$ cat src/rtl/multi_cycle_control.sv
// multi_cycle_control: sequencing FSM for the multi-cycle RV32I core.
// Steps one instruction through fetch/decode/execute/memory/writeback and
// drives every datapath select and enable. Memory states wait on mem_ready.
//
// Ports:
//   clk, reset_n        core clock, synchronous active-low reset
//   opcode[6:0]         instr[6:0] from the instruction register
//   zero                ALU zero flag (branch compare)
//   mem_ready           memory completes the current access this cycle
//   pc_en, ir_write     PC load, instruction/old-PC register load
//   adr_src             memory address select (0 = PC, 1 = ALUOut)
//   mem_read, mem_write memory requests
//   reg_write           register file write
//   alu_src_a/b, alu_op ALU operand selects and operation class
//   result_src          writeback source select
//   instr_done          one-cycle retire pulse
//   illegal             sticky unsupported-opcode trap
module multi_cycle_control (
    input  logic       clk,
    input  logic       reset_n,
    input  logic [6:0] opcode,
    input  logic       zero,
    input  logic       mem_ready,
    output logic       pc_en,
    output logic       ir_write,
    output logic       adr_src,
    output logic       mem_read,
    output logic       mem_write,
    output logic       reg_write,
    output logic [1:0] alu_src_a,
    output logic [1:0] alu_src_b,
    output logic [1:0] alu_op,
    output logic [1:0] result_src,
    output logic       instr_done,
    output logic       illegal
);

    localparam int unsigned STATE_W = 4;

    localparam logic [6:0] OP_R     = 7'b0110011;
    localparam logic [6:0] OP_I     = 7'b0010011;
    localparam logic [6:0] OP_LOAD  = 7'b0000011;
    localparam logic [6:0] OP_STORE = 7'b0100011;
    localparam logic [6:0] OP_BEQ   = 7'b1100011;
    localparam logic [6:0] OP_JAL   = 7'b1101111;
    localparam logic [6:0] OP_JALR  = 7'b1100111;
    localparam logic [6:0] OP_LUI   = 7'b0110111;
    localparam logic [6:0] OP_AUIPC = 7'b0010111;

    typedef enum logic [STATE_W-1:0] {
        S_FETCH     = 4'd0,
        S_DECODE    = 4'd1,
        S_MEM_ADR   = 4'd2,
        S_MEM_READ  = 4'd3,
        S_MEM_WB    = 4'd4,
        S_MEM_WRITE = 4'd5,
        S_EXEC_R    = 4'd6,
        S_EXEC_I    = 4'd7,
        S_LUI       = 4'd8,
        S_ALU_WB    = 4'd9,
        S_BEQ       = 4'd10,
        S_JAL       = 4'd11,
        S_JALR_ADR  = 4'd12,
        S_JALR      = 4'd13,
        S_ILLEGAL   = 4'd14
    } state_t;

    state_t state;
    state_t state_next;
    logic   illegal_q;

    // State register and sticky trap flag
    always_ff @(posedge clk) begin
        if (!reset_n) begin
            state     <= S_FETCH;
            illegal_q <= 1'b0;
        end else begin
            state     <= state_next;
            illegal_q <= illegal_q | (state_next == S_ILLEGAL);
        end
    end

    // Next-state and output decode; reset forces every output low
    always_comb begin
        state_next = S_FETCH;
        pc_en      = 1'b0;
        ir_write   = 1'b0;
        adr_src    = 1'b0;
        mem_read   = 1'b0;
        mem_write  = 1'b0;
        reg_write  = 1'b0;
        alu_src_a  = 2'b00;
        alu_src_b  = 2'b00;
        alu_op     = 2'b00;
        result_src = 2'b00;
        instr_done = 1'b0;
        illegal    = illegal_q;

        case (state)
            S_FETCH: begin
                mem_read   = 1'b1;
                alu_src_b  = 2'b10;
                result_src = 2'b10;
                if (mem_ready) begin
                    ir_write   = 1'b1;
                    pc_en      = 1'b1;
                    state_next = S_DECODE;
                end else begin
                    state_next = S_FETCH;
                end
            end
            S_DECODE: begin
                // ALUOut <= old_pc + imm (branch/jal target, auipc result)
                alu_src_a = 2'b01;
                alu_src_b = 2'b01;
                case (opcode)
                    OP_R:     state_next = S_EXEC_R;
                    OP_I:     state_next = S_EXEC_I;
                    OP_LOAD,
                    OP_STORE: state_next = S_MEM_ADR;
                    OP_BEQ:   state_next = S_BEQ;
                    OP_JAL:   state_next = S_JAL;
                    OP_JALR:  state_next = S_JALR_ADR;
                    OP_LUI:   state_next = S_LUI;
                    OP_AUIPC: state_next = S_ALU_WB;
                    default:  state_next = S_ILLEGAL;
                endcase
            end
            S_MEM_ADR: begin
                alu_src_a  = 2'b10;
                alu_src_b  = 2'b01;
                state_next = (opcode == OP_STORE) ? S_MEM_WRITE : S_MEM_READ;
            end
            S_MEM_READ: begin
                mem_read   = 1'b1;
                adr_src    = 1'b1;
                state_next = mem_ready ? S_MEM_WB : S_MEM_READ;
            end
            S_MEM_WB: begin
                result_src = 2'b01;
                reg_write  = 1'b1;
                instr_done = 1'b1;
                state_next = S_FETCH;
            end
            S_MEM_WRITE: begin
                mem_write  = 1'b1;
                adr_src    = 1'b1;
                instr_done = mem_ready;
                state_next = mem_ready ? S_FETCH : S_MEM_WRITE;
            end
            S_EXEC_R: begin
                alu_src_a  = 2'b10;
                alu_op     = 2'b10;
                state_next = S_ALU_WB;
            end
            S_EXEC_I: begin
                alu_src_a  = 2'b10;
                alu_src_b  = 2'b01;
                alu_op     = 2'b11;
                state_next = S_ALU_WB;
            end
            S_LUI: begin
                alu_src_a  = 2'b11;
                alu_src_b  = 2'b01;
                state_next = S_ALU_WB;
            end
            S_ALU_WB: begin
                reg_write  = 1'b1;
                instr_done = 1'b1;
                state_next = S_FETCH;
            end
            S_BEQ: begin
                // Compare rs1 - rs2; take the target held in ALUOut on zero
                alu_src_a  = 2'b10;
                alu_op     = 2'b01;
                pc_en      = zero;
                instr_done = 1'b1;
                state_next = S_FETCH;
            end
            S_JAL, S_JALR: begin
                // PC <= ALUOut target while ALU forms the link old_pc + 4
                alu_src_a  = 2'b01;
                alu_src_b  = 2'b10;
                pc_en      = 1'b1;
                state_next = S_ALU_WB;
            end
            S_JALR_ADR: begin
                alu_src_a  = 2'b10;
                alu_src_b  = 2'b01;
                state_next = S_JALR;
            end
            S_ILLEGAL: begin
                illegal    = 1'b1;
                state_next = S_ILLEGAL;
            end
            default: state_next = S_FETCH;
        endcase

        if (!reset_n) begin
            pc_en      = 1'b0;
            ir_write   = 1'b0;
            adr_src    = 1'b0;
            mem_read   = 1'b0;
            mem_write  = 1'b0;
            reg_write  = 1'b0;
            alu_src_a  = 2'b00;
            alu_src_b  = 2'b00;
            alu_op     = 2'b00;
            result_src = 2'b00;
            instr_done = 1'b0;
            illegal    = 1'b0;
        end
    end

endmodule

$ cat config.mk
export PLATFORM = sky130hd
export DESIGN_NAME = multi_cycle_control
export DESIGN_NICKNAME = d
export VERILOG_FILES = /design/src/rtl/multi_cycle_control.sv
export SDC_FILE = /design/constraint.sdc
export NUM_CORES = 1
export LEC_CHECK = 0
export BUFFER_PORTS_ARGS = -buffer_cell sky130_fd_sc_hd__buf_2
export CORE_ASPECT_RATIO = 1.2
export CORE_MARGIN = 1.5
export CORE_UTILIZATION = 50
export CTS_CLUSTER_SIZE = 25
export DETAILED_ROUTE_END_ITERATION = 10
export HOLD_SLACK_MARGIN = 0.06
export PLACE_DENSITY = 0.89
export SYNTH_ARGS = -nofsm -noshare
export SYNTH_HDL_FRONTEND = slang
export SYNTH_SLANG_ARGS = --single-unit
export TNS_END_PERCENT = 1
$ cat constraint.sdc
create_clock -name clk -period 4.5 [get_ports clk]
set_input_delay 0.675 -clock clk [delete_from_list [all_inputs] [get_ports clk]]
set_output_delay 0.675 -clock clk [all_outputs]
set_load 0.02 [all_outputs]
# Word-level counts from Yosys, hierarchy flattened
# Index checks and enable logic that the tools add are counted.
totals:
  regBits: 5
classes:
  eq_ne: 24
  muxes: 31
  bitwise_logic: 1
  n_reduce_logical: 12
op_table:
  columns: ["operator", "count"]
  rows:
  - ["one-hot mux 4 bit (8 select lines)", 2]
  - ["== test 4 bit (second input constant)", 8]
  - ["== test 7 x 6 -> 1 bit (second input constant)", 3]
  - ["== test 7 bit (second input constant)", 3]
  - ["== test 4 x 3 -> 1 bit (second input constant)", 4]
  - ["2-to-1 mux 1 bit", 16]
  - ["OR reduction 5 bit", 3]
  - ["== test 7 x 5 -> 1 bit (second input constant)", 2]
  - ["one-hot mux 2 bit (3 select lines)", 2]
  - ["OR reduction 2 bit", 5]
  - ["2-to-1 mux 3 bit", 3]
  - ["OR reduction 3 bit", 3]
  - ["== test 4 x 2 -> 1 bit (second input constant)", 2]
  - ["2-to-1 mux 2 bit", 4]
  - ["one-hot mux 2 bit (2 select lines)", 2]
  - ["== test 7 x 2 -> 1 bit (second input constant)", 1]
  - ["== test 4 x 1 -> 1 bit (second input constant)", 1]
  - ["zero test 4 bit", 1]
  - ["one-hot mux 1 bit (3 select lines)", 1]
  - ["one-hot mux 1 bit (2 select lines)", 1]
  - ["bitwise OR 1 bit", 1]

# Depth between registers and ports, before layout
# Gate-level depths: netlist of run 1.
logic_depth:
  depth_word: 6
  mapped_depth: 7

# Least setup slack after synthesis of run 1
# Ideal clock, no wire load.
synth_path:
  kind: "flip-flop to output port"
  start: "register state[0]"
  end: "output alu_src_b[1]"
  arrival_ns: 1.447
  t_required_ns: 3.825
  path_slack_ns: 2.378
  stages_incl_launch_ff: 7
  path_buffers: 2
  cell_sequence: "dfxtp_1 > buf_4 > clkbuf_1 > or3_1 > a21oi_1 > nor2_1 > nor2_1"
synth_between:
  elab_chain_cells: 4
synth_lines:
  columns: ["item", "line", "text"]
  rows:
  - ["from (decl)", "68", "state_t state;"]
  - ["from (signal assigned)", "78", "state <= state_next;"]
  - ["== test 4 x 1 -> 1 bit, or another cell as far along", "99", "case (state)"]
  - ["OR reduction 5 bit (no source line) / OR reduction 3 bit (equally long branches)", null, null]
  - ["one-hot mux 2 bit (2 select lines) *", "99", null]
  - ["2-to-1 mux 2 bit *", "199", "if (!reset_n) begin"]
  - ["to (decl)", "31", "output logic [1:0] alu_src_b,"]
# Mark *: on every way between the ends. The rest lies on a longest branch, timed or not.

# Worst setup path after layout of run 1
layout_path:
  start: "register state[0]"
  end: "output alu_src_b[0]"
# Same word-level chain as after synthesis.

==> results of run 1 <==
## kinds of logic after synthesis
kind of cell | after synthesis | share of synthesized area (%)
xor gates and xnor gates | 2 | 2.14
buffers and inverters | 13 | 10.5
and+or+nand+nor | 76 | 51.0
DFF | 5 | 12.2
AOI/OAI and AO/OA | 29 | 24.1
## stage by stage
| stage | util (%) | area [um^2] | hold WS [ps] | instances | power, W |
|---|---|---|---|---|---|
| after floorplan | - | 820 | 429 | 125 | 0.000473 |
| after global placement | 60.4 | 896 | 445 | 158 | 0.000512 |
| after detailed placement | 60.4 | 896 | 446 | 158 | 0.000521 |
| after CTS | 62.2 | 922 | 482 | 162 | 0.000576 |
| after global routing | 62.2 | 922 | 491 | 162 | 0.000637 |
| final | 62.2 | 922 | 474 | 162 | 0.000576 |
## final timing paths
kind / start / cells after the start / slack (ps) / to
max: state[0] / 5 / 1910 / alu_src_b[0]
min: illegal_q / 2 / 470 / illegal_q
max reg2reg: state[1] / 5 / 2280 / illegal_q
min reg2reg: illegal_q / 2 / 470 / illegal_q
## sequential cells by signal (all words and copies together), names as in the netlist
register,flops
illegal_q,1
state,4
## where the power goes
part	internal (W)	switching (W)	total, W
Sequential	0.0000609	0.0000892	0.000150
Clock	0.0000334	0.0000170	0.0000504
Combinational	0.000165	0.000211	0.000375
## layout make-up
class | count | area, um^2 | share of cell area, %
multi-input cells | 107 | 633 | 68.7
repair buffers | 26 | 130 | 14.1
flip-flops and latches | 5 | 100 | 10.9
clock buffers | 4 | 26.3 | 2.85
well taps | 17 | 21.3 | 2.31
inverters | 3 | 11.3 | 1.22
## layout by cell type (no fill, tap or decap), types with 3 or more instances in the layout
cell and n:
nor4_1 3, dfxtp_1 5, nor3b_1 3, nand3_1 5
inv_1 3, nand3b_1 4, a21oi_1 12, nand2_1 9
buf_2 26, or3_1 3, nor3_1 6, nand2b_1 5
and3_1 3, o21ai_0 3, clkbuf_4 3, nor2_1 22
## worst max-delay path: stages, from the launching register on
cell and delay (ps):
dfxtp_1 690, nand2b_2 190, o2bb2ai_1 230, or2b_1 260, a21oi_1 130, buf_2 180
## metal layers
metal	global-route usage [%]	part of all wire (%)	routed length, um	vias to the layer above
li1	-	-	-	490
met1	31.2	48	926	429
met2	42.6	48	926	28
met3	4.27	3.9	75	0
met4	4.14	0	0	0
met5	0	0	0	-
==> run summary, run 1 <==
crit path launch type - flop
Num CTS Buffers - 3
die height - 47.4 um
commonest register cell after synthesis - dfxtp_1
Crit path arrival time - 1910 ps
setup TNS - 0 ps
yosys warns - 0
Inserted Diodes - 0
Clock Path Buffers - 2
vias in the first global route - 779
Rows - 15
clock skew after layout - 2.02 ps
post_cts resized - 0
fillcell total - 160
Synth area leaders - dfxtp_1, nor2_1, a21oi_1, buf_6, nand2_1
initial core utilization - 55.3%
Remaining DRCs - 0
post-synth top area share - 12.2%
worst hold path class - reg -> reg
Mapped Area - 820 um^2
Final #Nets - 157
DR WL/cell - 11.9 um
largest net degree at the start of global routing - 29
Clock Pin Slew Worst Setup and Hold Paths - 40 ps
fin crit share - 57.5%
CTS tree - built
routed vias/inst - 5.85
Buffers on Ports - 26
sequential area share after synthesis - 12.2%
Placer Congestion - 0.812
hold-fix buffers at CTS - 0
initial antenna violation count - 0
fin crit period - 2590 ps
global-route wire length before repair - 3.29 mm
VDD IR max - 0.379 mV
Worst-Margin Slew - 826 ps
Clock Sinks - 5
crit-path max FO - 19
Synth top cells by count - nor2_1, a21oi_1, nand2_1
total track usage - 24.5%
asr flop ratio synth - 0%
Congestion Overflow GR - 0
Rel. slew slack - 44.9%
Slew Limit Fails - 0
Detailed Route WL - 1.93 mm
share of layout cells above drive strength 1 - 23.4%
top-count cell post-synth - nor2_1
post-route setup slack - 1910 ps
chip width - 40.0 um
RSZ-0062 raised after global routing - no
vias - 947
number of synthesized flops with an enable pin - 0
synth-to-layout area growth - 12.5%
PwrDens - 624 mW/mm^2
P_leak - 0.406 nW
Skew-Pair Late Insertion Delay - 240 ps
cell accounting for the most synthesized area - dfxtp_1
die area - 0.00189 mm^2
dpl hpwl - 1.41 mm
root buf cell - clkbuf_4
FF+latch count, synth - 5
final hold violation count - 0
run status - complete, no violations
WS Path Type - reg -> out
first-pass iteration count of the detailed router - 4
initial detailed-routing violation count - 24
syn avg cell area - 6.56 um^2
Max Fclk - 386 MHz
Antenna Nets Post-Route - 0
Final setup viols - 0
pre-CTS WS - 2170 ps
cell count after synthesis - 125
# H-tree levels - 1
core area - 0.00148 mm^2
required time worst endpoint - 3830 ps
syn_nets - 136
buffers inserted by post-CTS timing repair - 0
MaxCap Viol Count - 0
Yosys cell types - 39
IO Pins - 27
crit end category - output port
(Power assumes the default switching activity.)
==> run 2: changes to the inputs <==
- ABC_AREA: unset -> 1
- CORE_UTILIZATION: 50 -> 42
- PLACE_DENSITY: 0.89 -> 0.84
- clock period: 4.5 -> 2.2 ns (I/O delays scaled with it)
==> run 2 against run 1 <==
Against the previous run:
- sequential share of layout area is 0.89 points higher
- sequential power is 9% higher
- synthesized cell count is 12% higher
- first-iteration DRC count is 17% higher
- global-route usage is 1.2 points lower
- sequential cell count stayed put
- final area is 7.6% lower
- clock power is 110% higher
- clock skew is 3.0 ps higher
- critical path type unchanged
==> run summary, run 2 <==
Design Power - 0.000888 W
initial antenna violation count - 0
share of layout cells above drive strength 1 - 22.5%
Rel. slew slack - 70.5%
largest reg by FF count - state
WS Path Type - reg -> out
Top Registers - state (4), illegal_q (1)
fin crit share - 87.7%
crit-path max FO - 5
top-count cell post-synth - nand2_1
initial core utilization - 45.7%
Synth top cells by count - nand2_1, nor2_1, inv_1
Worst-Margin Slew - 442 ps
global-route wire length before repair - 2.96 mm
largest net degree at the start of global routing - 16
Skew-Pair Late Insertion Delay - 250 ps
post-synth top area share - 23.2%
Remaining DRCs - 0
Slew Limit Fails - 0
final hold violation count - 0
final core occ - 57.5%
P_leak - 0.536 nW
VDD IR max - 0.371 mV
Max Fclk - 519 MHz
CTS tree - built
PwrDens - 1040 mW/mm^2
Crit path arrival time - 1600 ps
Yosys cell types - 18
Final #Nets - 181
MaxCap Viol Count - 0
DR WL/cell - 10.3 um
Detailed Route WL - 1.91 mm
cell count after synthesis - 140
asr flop ratio synth - 0%
Buffers on Ports - 26
RSZ-0062 raised after global routing - no
total track usage - 23.2%
yosys warns - 0
post_cts resized - 0
first-pass iteration count of the detailed router - 4
crit path launch type - flop
Synth area leaders - nand2_1, nor2_1, dfxtp_1, inv_1, nand3_1
most common cell after layout, fill and taps aside - nand2_1
Num CTS Buffers - 3
Crit path max-delay family - flip-flops
fillcell total - 162
root buf cell - clkbuf_4
Placer Congestion - 0.923
FF+latch count, synth - 5
worst path bufs/invs - 2
crit-path cells - inv_2 > nor2_2 > nand2_1 > a21oi_1 > nor2_1 > a21oi_1 > buf_2
chip width - 39.7 um
Clock Path Buffers - 2
IO Pins - 27
Crit path largest cell delay - 400 ps
die height - 47.0 um
most frequent cells in the layout - nand2_1, nor2_1, buf_2
core area - 0.00148 mm^2
Post-Place Cell Area - 826 um^2
Mapped Area - 678 um^2
Post-Layout Inst Area - 852 um^2
synth-to-layout area growth - 25.6%
syn avg cell area - 4.84 um^2
worst hold path class - in -> reg
clock skew after layout - 5.05 ps
sequential area share after synthesis - 14.8%
# H-tree levels - 1
commonest register cell after synthesis - dfxtp_1
fin crit period - 1930 ps
Clock Sinks - 5
setup TNS - 0 ps
Inserted Diodes - 0
Final setup viols - 0
cell accounting for the most synthesized area - nand2_1
most frequent cell on the critical path - a21oi_1
vias in the first global route - 803
max reg flops - 4
Worst R2R Setup Slack - 720 ps
initial detailed-routing violation count - 28
buffers inserted by post-CTS timing repair - 0
crit end category - output port
dpl hpwl - 1.54 mm
Congestion Overflow GR - 0
syn_nets - 151
Antenna Nets Post-Route - 0
Rows - 15
vias - 963
hold-fix buffers at CTS - 0
worst-path cell with the longest stage delay - dfxtp_1
die area - 0.00187 mm^2
run status - complete, no violations
Clock Pin Slew Worst Setup and Hold Paths - 40 ps
number of synthesized flops with an enable pin - 0
required time worst endpoint - 1870 ps
routed vias/inst - 5.18
## run 2: report_power, final
group | internal [W] | leakage, nW | switching [W]
Clock | 0.0000687 | 0.0150 | 0.0000392
Sequential | 0.000120 | 0.0409 | 0.0000440
Combinational | 0.000196 | 0.480 | 0.000419
## run 2: final cells by class
cell class	instances	area (um^2)	share of cell area, %
Multi-Input combinational cell	109	480	56.4
Timing Repair Buffer	26	130	15.3
Sequential cell	5	100	11.7
Inverter	25	93.8	11.0
Clock buffer	4	26.3	3.08
Tap cell	17	21.3	2.50
## run 2: cells by family after synthesis
family | count (synthesis) | synth area share (%)
AND/OR/NAND/NOR | 90 | 54.8
buffers and inverters | 26 | 14.4
AO/OA/AOI/OAI | 19 | 16.1
flip-flops | 5 | 14.8
## run 2: final timing paths
path                                start            to  depth (start not counted)
worst max-delay path             state[1]  alu_src_b[0]                          7
worst max register to register   state[2]     illegal_q                         11
worst min register to register  illegal_q     illegal_q                          2
worst min-delay path              reset_n      state[0]                          3
## run 2: metrics by stage
| step | instances | setup slack, ps | hold WS, ps |
|---|---|---|---|
| final | 186 | 271 | 393 |
| after global routing | 186 | 120 | 404 |
| after CTS | 186 | 299 | 382 |
| after detailed placement | 182 | 561 | 447 |
| after global placement | 182 | 597 | 438 |
| after floorplan | 140 | 635 | 416 |
## run 2: per-layer routing
| layer | track usage, % | vias up | share of wire, % |
|---|---|---|---|
| met5 | 0 | - | 0 |
| met4 | 16.6 | 0 | 2.2 |
| met3 | 4.27 | 6 | 5.8 |
| met2 | 43.3 | 49 | 53 |
| met1 | 22.1 | 412 | 39 |
| li1 | - | 496 | - |
## run 2: tightest hold or removal path, delay by kind of cell
| kind | cells | cell delay (ps) |
|---|---|---|
| buffers and inverters | 2 | 200 |
| AND/OR/NAND/NOR | 1 | 80 |
==> run 3: changes to the inputs <==
- REMOVE_ABC_BUFFERS: unset -> 1
==> run 3 against run 2 <==
Against the previous run:
- clock power increased by 4%
- sequential cell count unchanged
- hold slack got worse by 22 ps
- first-iteration DRC count decreased by 32%
- largest cell class unchanged
- highest routed layer unchanged
==> run summary, run 3 (synthesized netlist as in run 2, its figures left out) <==
DR WL/cell - 9.92 um
fin crit share - 86.5%
Congestion Overflow GR - 0
sw power - 0.000503 W
worst-path cell with the longest stage delay - dfxtp_1
total track usage - 20.7%
PwrDens - 1040 mW/mm^2
synth-to-layout area growth - 25.6%
Top Registers - state (4), illegal_q (1)
Final #Nets - 181
global-route wire length before repair - 2.66 mm
Crit path max-delay family - flip-flops
Rows - 15
largest net degree at the start of global routing - 16
crit end category - output port
share of layout cells above drive strength 1 - 22.5%
Crit path largest cell delay - 410 ps
final hold violation count - 0
Design Power - 0.000888 W
Clock Sinks - 5
first-pass iteration count of the detailed router - 4
initial detailed-routing violation count - 19
Skew-Pair Late Insertion Delay - 260 ps
RSZ-0062 raised after global routing - no
Final setup viols - 0
Max Fclk - 525 MHz
clock skew after layout - 11.9 ps
Antenna Nets Post-Route - 0
core area - 0.00148 mm^2
die area - 0.00187 mm^2
post_cts resized - 0
Pint - 0.000385 W
Clock Pin Slew Worst Setup and Hold Paths - 50 ps
Slew Limit Fails - 0
CTS tree - built
setup TNS - 0 ps
dpl hpwl - 1.53 mm
chip width - 39.7 um
switching share of power - 56.6%
required time worst endpoint - 1870 ps
worst path bufs/invs - 2
max reg flops - 4
post-route setup slack - 296 ps
Num CTS Buffers - 3
most frequent cell on the critical path - a21oi_1
# H-tree levels - 1
Clock Path Buffers - 2
Clk pwr share - 12.7%
Inserted Diodes - 0
crit-path max FO - 5
VDD IR max - 0.335 mV
initial core utilization - 45.7%
initial antenna violation count - 0
Detailed Route WL - 1.85 mm
largest reg by FF count - state
P_leak - 0.536 nW
crit path launch type - flop
combinational power share - 68.4%
most frequent cells in the layout - nand2_1, nor2_1, buf_2
Buffers on Ports - 26
pre-CTS WS - 588 ps
fin crit period - 1900 ps
MaxCap Viol Count - 0
final hold slack - 371 ps
crit-path cells - inv_2 > nor2_2 > nand2_1 > a21oi_1 > nor2_1 > a21oi_1 > buf_2
root buf cell - clkbuf_4
buffers inserted by post-CTS timing repair - 0
run status - complete, no violations
IO Pins - 27
WS Path Type - reg -> out
Crit path arrival time - 1570 ps
Rel. slew slack - 71.2%
vias - 950
sequential share of power - 18.9%
hold-fix buffers at CTS - 0
vias in the first global route - 747
Worst-Margin Slew - 431 ps
worst hold path class - in -> reg
Placer Congestion - 0.872
Remaining DRCs - 0
die height - 47.0 um
routed vias/inst - 5.11
most common cell after layout, fill and taps aside - nand2_1
-- run 3: cell counts in the layout (fill, tap and decap cells not counted) --
No cell type changed its count.
-- run 3: power groups by stage --
stage	Clock (W)	Sequential, W	Combinational [W]
2_1_floorplan	0	0.000158	0.000451
3_3_place_gp	0	0.000163	0.000589
3_5_place_dp	0	0.000168	0.000604
4_1_cts	0.000111	0.000166	0.000607
5_1_grt	0.000120	0.000171	0.000677
6_report	0.000112	0.000168	0.000607
-- run 3: metrics by stage --
| stage | utilization [%] | area (um^2) | std cells |
|---|---|---|---|
| after floorplan | - | 674 | 139 |
| after global placement | 55.7 | 826 | 182 |
| after detailed placement | 55.7 | 826 | 182 |
| after CTS | 57.5 | 852 | 186 |
| after global routing | 57.5 | 852 | 186 |
| final | 57.5 | 852 | 186 |
-- run 3: worst paths after layout --
check / from / end / slack (ps) / depth (start not counted)
max: state[1] / alu_src_b[0] / 300 / 7
min: reset_n / state[3] / 370 / 3
max reg2reg: state[1] / illegal_q / 740 / 11
min reg2reg: illegal_q / illegal_q / 470 / 2
-- run 3: cell type report --
class,instances,area (um^2)
Timing Repair Buffer,26,130
Sequential cell,5,100
Tap cell,17,21.3
Inverter,25,93.8
Clock buffer,4,26.3
Fill cell,146,631
Multi-Input combinational cell,109,480
-- run 3: worst reg2reg max path, delay by kind of cell (launching register included) --
| kind | cells | cell delay (ps) |
|---|---|---|
| flip-flops | 1 | 410 |
| buffers and inverters | 1 | 80 |
| AND/OR/NAND/NOR | 10 | 880 |
-- run 3: layer usage --
metal / up-vias / global-route usage [%] / routed length, um
met5: - / 0 / 0
met4: 0 / 13.8 / 74
met3: 7 / 3.32 / 101
met2: 45 / 40.0 / 944
met1: 405 / 19.3 / 725
li1: 493 / - / -
